==> src/rtl/piso8_tx.sv <==
// Parallel-in/serial-out transmitter: takes a WIDTH-bit word over valid/ready and
// emits it one bit per clock on sOut with a matching shift command on mode_out.
module piso8_tx #(
    parameter int unsigned WIDTH = 8,
    parameter int unsigned CW    = 3
) (
    input  logic             clk,
    input  logic             Re,
    input  logic             inz,
    input  logic [WIDTH-1:0] din,
    input  logic             din_valid,
    output logic             din_ready,
    input  logic             dir,
    input  logic             pause,
    output logic             sOut,
    output logic             sValid,
    output logic [1:0]       mode_out,
    output logic             busy,
    output logic             done
);

    typedef enum logic {
        StIdle,
        StShift
    } state_e;

    localparam logic [CW-1:0] LastCnt = CW'(WIDTH - 1);

    state_e           r_state, w_state_next;
    logic [WIDTH-1:0] r_sr, w_sr_next;
    logic [CW-1:0]    r_cnt, w_cnt_next;
    logic             r_dir, w_dir_next;
    logic             r_done, w_done_next;

    logic w_shift;
    logic w_step;
    logic w_load;

    assign w_shift = (r_state == StShift);
    assign w_step  = w_shift && !pause;
    assign w_load  = (r_state == StIdle) && din_valid && din_ready;

    // Re is also gated here so din_ready drops with the reset, not one edge later.
    assign din_ready = !Re && !inz && (r_state == StIdle);
    assign busy      = w_shift;
    assign sValid    = w_step;
    assign sOut      = w_shift ? (r_dir ? r_sr[WIDTH-1] : r_sr[0]) : 1'b0;
    assign mode_out  = w_step ? (r_dir ? 2'b10 : 2'b01) : 2'b00;
    assign done      = r_done;

    always_comb begin
        w_state_next = r_state;
        w_sr_next    = r_sr;
        w_cnt_next   = r_cnt;
        w_dir_next   = r_dir;
        w_done_next  = 1'b0;

        if (inz) begin
            w_state_next = StIdle;
            w_sr_next    = '0;
            w_cnt_next   = '0;
        end else begin
            unique case (r_state)
                StIdle: begin
                    if (w_load) begin
                        w_state_next = StShift;
                        w_sr_next    = din;
                        w_dir_next   = dir;
                        w_cnt_next   = '0;
                    end
                end
                StShift: begin
                    if (w_step) begin
                        // Shift toward the emitting end with zero fill.
                        w_sr_next  = r_dir ? {r_sr[WIDTH-2:0], 1'b0} : {1'b0, r_sr[WIDTH-1:1]};
                        w_cnt_next = r_cnt + CW'(1);
                        if (r_cnt == LastCnt) begin
                            w_state_next = StIdle;
                            w_done_next  = 1'b1;
                        end
                    end
                end
                default: w_state_next = StIdle;
            endcase
        end
    end

    always_ff @(posedge clk or posedge Re) begin
        if (Re) begin
            r_state <= StIdle;
            r_sr    <= '0;
            r_cnt   <= '0;
            r_dir   <= 1'b0;
            r_done  <= 1'b0;
        end else begin
            r_state <= w_state_next;
            r_sr    <= w_sr_next;
            r_cnt   <= w_cnt_next;
            r_dir   <= w_dir_next;
            r_done  <= w_done_next;
        end
    end

endmodule
==> config.mk <==
export PLATFORM = sky130hd
export DESIGN_NAME = piso8_tx
export DESIGN_NICKNAME = d
export VERILOG_FILES = /design/src/rtl/piso8_tx.sv
export SDC_FILE = /design/constraint.sdc
export NUM_CORES = 1
export LEC_CHECK = 0
export CORE_MARGIN = 2
export CORE_UTILIZATION = 50
export DETAILED_ROUTE_END_ITERATION = 12
export PLACE_DENSITY = 0.82
export SLEW_MARGIN = 20
export SYNTH_ARGS = -nofsm -noshare
export SYNTH_HDL_FRONTEND = slang
export SYNTH_SLANG_ARGS = --single-unit
==> constraint.sdc <==
create_clock -name clk -period 2.3 [get_ports clk]
set_input_delay 0.575 -clock clk [delete_from_list [all_inputs] [get_ports clk]]
set_output_delay 0.575 -clock clk [all_outputs]
set_load 0.02 [all_outputs]
==> out/metrics.cfg, run 1 <==
[cts]
clk_pin_slew_ps=90
hold_buffers=0
cts_tree=yes
cts_sinks=14
clock_path_buffers=2
post_cts_buffers=0
clock_latency_ps=280
cts.htree.levels=1
cts_buffers=3
cts_root_buf=clkbuf_4

[finish]
diodes=0
area_delta_synth_final_pct=35.93
drive_gt1_share_pct=24.24
fin_util_pct=72.59
nets=116
fillers=109
instances_no_fill=115

[detailed_routing]
drt-total-wl_um=1693
wire_per_inst_um=14.72
drt_pre_antenna_iters=4
drt_iter0_drc=12
drc=0
vias_per_cell=5.617
vias=646
ant_nets=0

[timing]
layout_min_cycle_time_ps=2253
clock.fmax_mhz=443.9
fin_crit_sh_pct=97.95
hold_viol=0
tightest_slew_ps=387.3
fin_setup_tns_ps=0
setup-violations-final=0
slew_headroom_pct=74.04
rsz0062_at_grt=no
slew_violations=0
clock_skew_ps=2.979

[global_route]
grt_pass1_wl_um=2760
antenna_found_initial=0
grt_pass1_vias=631
grt_use_total_pct=19.37
grt-ovfl-total=0
grt_max_degree=15

[yosys]
synth-simple-area-share_pct=20.53
synth-compound-area-share_pct=13.06
synth_nets=85
synthMuxAreaShare_pct=13.37
synth_flop_cell=dfrtp_1
synth_top_area_share_pct=43.55
ys_top_cells_by_count=14 x dfrtp_1, 8 x nor2_1, 7 x mux2i_1
yosys_warnings=0
synth_largest_area_cell=dfrtp_1
synth_top_family_by_area=simple AND/OR/NAND/NOR gates
synthCells=69
ys_seq_area_share_pct=43.55
yosysUniqueCellTypes=26
synth_xor_area_share_pct=0
synth_edf_count=0
syn_area_sq_um=804.5
async_reset_ff_share_pct=100.0
synth_seq_cells=14
synth.avg_cell_area_sq_um=11.66
synth-adder-area-share_pct=3.110
synth_most_common_cell=dfrtp_1
synth_area_leaders=dfrtp_1 44%, mux2i_1 8.7%, a221o_1 7.5%, buf_6 4.2%, nor2_1 3.7%

[placement]
gp_congestion=0.7742
hpwl_um=1267
placed_cells=111
numPortBuffers=20

[floorplan]
die_area_sq_mm=0.001946
rows=14
pin_count=21
coreArea_sq_mm=0.001506
die_h_um=44.11
start_util_pct=53.41
die_w_um=44.11

[worst_setup_path]
r2r-end=r_sr[7]
endpoint_kind=primary output
path_cells=clkdlybuf4s50_1 -> and2b_2 -> nor2b_1 -> clkdlybuf4s15_1
worstSetupPathType=input port to primary output
required_ps=1730
r2r_start=busy
crit_end=mode_out[0]
r2r_setup_slack_ps=470
slowest_delay_ps=470
slowest_stage=clkdlybuf4s50_1
crit_start=pause
start_kind=input port
reg2reg_depth=5
critical_path.max_fanout=3
cp.arrival_ps=1680

[hold_path]
hold_path.class=flip-flop to flip-flop

[pwr]
powerDensity_mw_per_mm2=545.8
ir_drop_mv=0.4396
finalPower_uw=596.9
p_leak_uw=0.0005335

[status]
status=completed

[job]
max-cap-violations=0

[timing repair]
action / CTS / global route
pin swaps: 0 / 0
setup endpoints to repair: 4 / 3
cloned: 0 / 0
hold endpoints to repair: 0 / 0
gates resized for setup: 5 / 3
[layer usage]
metal	vias up	global-route usage, %	part of all wire [%]
met3	2	2.857	5.3
met5	-	0	0
li1	312	-	-
met1	314	25.39	44
met4	0	7.273	0.59
met2	18	32.35	50
[where the power goes]
group	total, uW	switching [uW]	internal (uW)
sequential	278	16.7	261
combinational	141	59.5	81.0
clock	178	82.3	96.2
[kinds of logic after synthesis]
kind of cell / after synthesis
simple gates: 23
flops: 14
compound gates: 13
mux: 10
buf+inv: 7
fa+ha+maj: 2
[worst max-delay path: cells and delay by family]
| family | cells | cell delay (ps) |
|---|---|---|
| buf+inv | 2 | 750 |
| simple gates | 2 | 360 |
[area by class of cell]
type | count | area, sq um | area share, %
repair buffers | 31 | 276.5 | 25.29
well taps | 16 | 20.02 | 1.831
clock buffers | 4 | 36.28 | 3.318
multi-input cells | 48 | 402.9 | 36.84
inverters | 2 | 7.507 | 0.6865
flip-flops and latches | 14 | 350.3 | 32.04
[sequential cells by signal, indices dropped and copies added (netlist names)]
register	cells
busy	1
r_sr	8
r_cnt	3
r_dir	1
done	1
[stage by stage]
step / hold WS, ps / setup slack [ps] / cell area [sq um]
final: 489.3 / 47.06 / 1094
after detailed placement: 473.3 / -242.2 / 1064
after CTS: 495.2 / 9.012 / 1096
after floorplan: 453.9 / 494.2 / 804.5
after global placement: 466.0 / -218.4 / 1064
after global routing: 526.9 / 12.02 / 1094
[worst min-delay path by stage]
stage                  start        to  slack, ps  depth (start not counted)
floorplan           r_cnt[1]  r_cnt[1]        450                          1
global placement    r_cnt[1]  r_cnt[1]        470                          1
detailed placement  r_cnt[2]  r_cnt[2]        470                          1
CTS                 r_cnt[2]  r_cnt[2]        500                          1
global route        r_cnt[2]  r_cnt[2]        530                          1
finish              r_cnt[2]  r_cnt[2]        490                          1
[cell usage in the layout (no fill, tap or decap), types with 3 or more instances in the layout]
cell             netlist  final
a221o_1                6      6
buf_4                  0     11
nor2_1                 8      8
a21o_1                 3      3
clkdlybuf4s50_1        0     16
clkbuf_4               0      3
a21oi_1                3      3
dfrtp_1               14     14
mux2i_1                7      7
No activity file was read; power rests on OpenSTA's default activity.
==> inputs of run 2 (changes only) <==
--- a/config.mk
+++ b/config.mk
@@ -5,7 +5,7 @@
 export SDC_FILE = /design/constraint.sdc
 export NUM_CORES = 1
 export LEC_CHECK = 0
-export CORE_MARGIN = 2
+export CORE_MARGIN = 3
 export CORE_UTILIZATION = 50
 export DETAILED_ROUTE_END_ITERATION = 12
 export PLACE_DENSITY = 0.82
==> run 2 against run 1 <==
  * Global-route usage up 4.1 points
  * Register-to-register slack better by 20 ps
  * Clock power up 3%
  * Clock skew up 0.69 ps
  * Critical endpoint is now sValid
  * Largest cell class unchanged
==> out/metrics.cfg, run 2 (synthesis results as in run 1) <==
[finish]
final_cell_mix=16 x clkdlybuf4s50_1, 14 x dfrtp_1, 11 x buf_4, 8 x nor2_1, 7 x mux2i_1
drive_gt1_share_pct=25.25
top_regs=r_sr (8), r_cnt (3)
largest_reg_flops=8
fillers=95
fin_util_pct=77.73
nets=116
area_delta_synth_final_pct=35.15
final_common_cell=clkdlybuf4s50_1
max_flop_register=r_sr
finalInstanceArea_sq_mm=0.001087
diodes=0

[floorplan]
die_h_um=46.11
die_area_sq_mm=0.002126
coreArea_sq_mm=0.001399
die_w_um=46.11
pin_count=21
start_util_pct=57.51
rows=13

[cts]
clk_pin_slew_ps=80
cts_tree=yes
clock_path_buffers=2
cts.htree.levels=1
post_cts_buffers=0
clock_latency_ps=290
cts_buffers=3
cts_sinks=14
cts_root_buf=clkbuf_4
hold_buffers=0

[timing]
clock_skew_ps=3.668
fin_crit_sh_pct=97.99
rsz0062_at_grt=no
hold_viol=0
slew_violations=0
fin_setup_tns_ps=0
whs_ps=488.7
tightest_slew_ps=384.6
setup_ws_ps=46.20
setup-violations-final=0
layout_min_cycle_time_ps=2254
clock.fmax_mhz=443.7
slew_headroom_pct=74.22

[detailed_routing]
vias_per_cell=5.877
drt_iter0_drc=12
ant_nets=0
drt_pre_antenna_iters=4
drt-total-wl_um=1938
drc=0
wire_per_inst_um=17.00
vias=670

[worst_setup_path]
cp.arrival_ps=1680
r2r_setup_slack_ps=490
path_buf_inv=3
cp_num_cells=4
cp_top_family=buffers and inverters
worstSetupPathType=input port to primary output
slowest_stage=clkdlybuf4s50_1
path_cells=clkdlybuf4s50_1 -> and2b_2 -> buf_4 -> clkdlybuf4s15_1
r2r_start=busy
reg2reg_depth=5
slowest_delay_ps=470
endpoint_kind=primary output
r2r-end=r_sr[7]
required_ps=1730
start_kind=input port
critical_path.max_fanout=3

[pwr]
ir_drop_mv=0.3288
p_leak_uw=0.0005335
powerDensity_mw_per_mm2=555.9

[placement]
numPortBuffers=20
dp_worst_setup_slack_ps=-268.7
postPlaceCellArea_sq_mm=0.001062
gp_congestion=0.7456
hpwl_um=1441

[status]
status=completed

[hold_path]
hold_path.class=flip-flop to flip-flop
hold_start=r_cnt[1]
min_path_cells=1
hold_end=r_cnt[1]

[job]
max-cap-violations=0

[global_route]
grt_pass1_wl_um=3277
grt_pass1_vias=671
grt_use_total_pct=23.46
grt_max_degree=15
antenna_found_initial=0
grt-ovfl-total=0

run 2: power by group:
part | leakage, uW | switching [uW] | internal (uW) | total (uW)
clock | 0.0000210 | 87.7 | 96.6 | 184
sequential | 0.000189 | 16.2 | 261 | 277
combinational | 0.000324 | 62.1 | 80.7 | 143
run 2: final cells by class:
type	instances	area, sq um	area share [%]
clock buffer	4	36.28	3.337
inverter	2	7.507	0.6905
multi-input combinational	48	402.9	37.05
sequential	14	350.3	32.22
tap	15	18.77	1.726
timing repair buffer	31	271.5	24.97
run 2: what timing repair did:
action / CTS / global route
endpoints found under the setup margin: 4 / 3
resized for setup: 6 / 3
pin swaps: 0 / 0
run 2: worst register-to-register path, cell delays in order, from the launching register on:
cell	delay, ps
dfrtp_1	460
and2b_2	240
buf_4	130
buf_4	130
nor3_2	340
mux2_2	380
run 2: how the worst max path moves through the flow:
| stage | start | to | slack, ps |
|---|---|---|---|
| after detailed placement | pause | mode_out[0] | -270 |
| after floorplan | pause | mode_out[0] | 490 |
| after global placement | pause | mode_out[1] | -220 |
| final | pause | sValid | 50 |
| after CTS | pause | sValid | 9 |
| after global routing | pause | sValid | 3 |
run 2: metal layers:
| metal | vias up | track usage, % | wire length, um |
|---|---|---|---|
| li1 | 314 | - | - |
| met1 | 322 | 27.90 | 820 |
| met2 | 28 | 36.54 | 931 |
| met3 | 6 | 7.422 | 125 |
| met4 | 0 | 14.20 | 60 |
| met5 | - | 0 | 0 |
run 2: stage by stage:
stage                     cells  total power (uW)
after floorplan              69             364.9
after global placement      110             421.8
after detailed placement    110             426.2
after CTS                   114             608.7
after global routing        114             632.2
final                       114             604.4
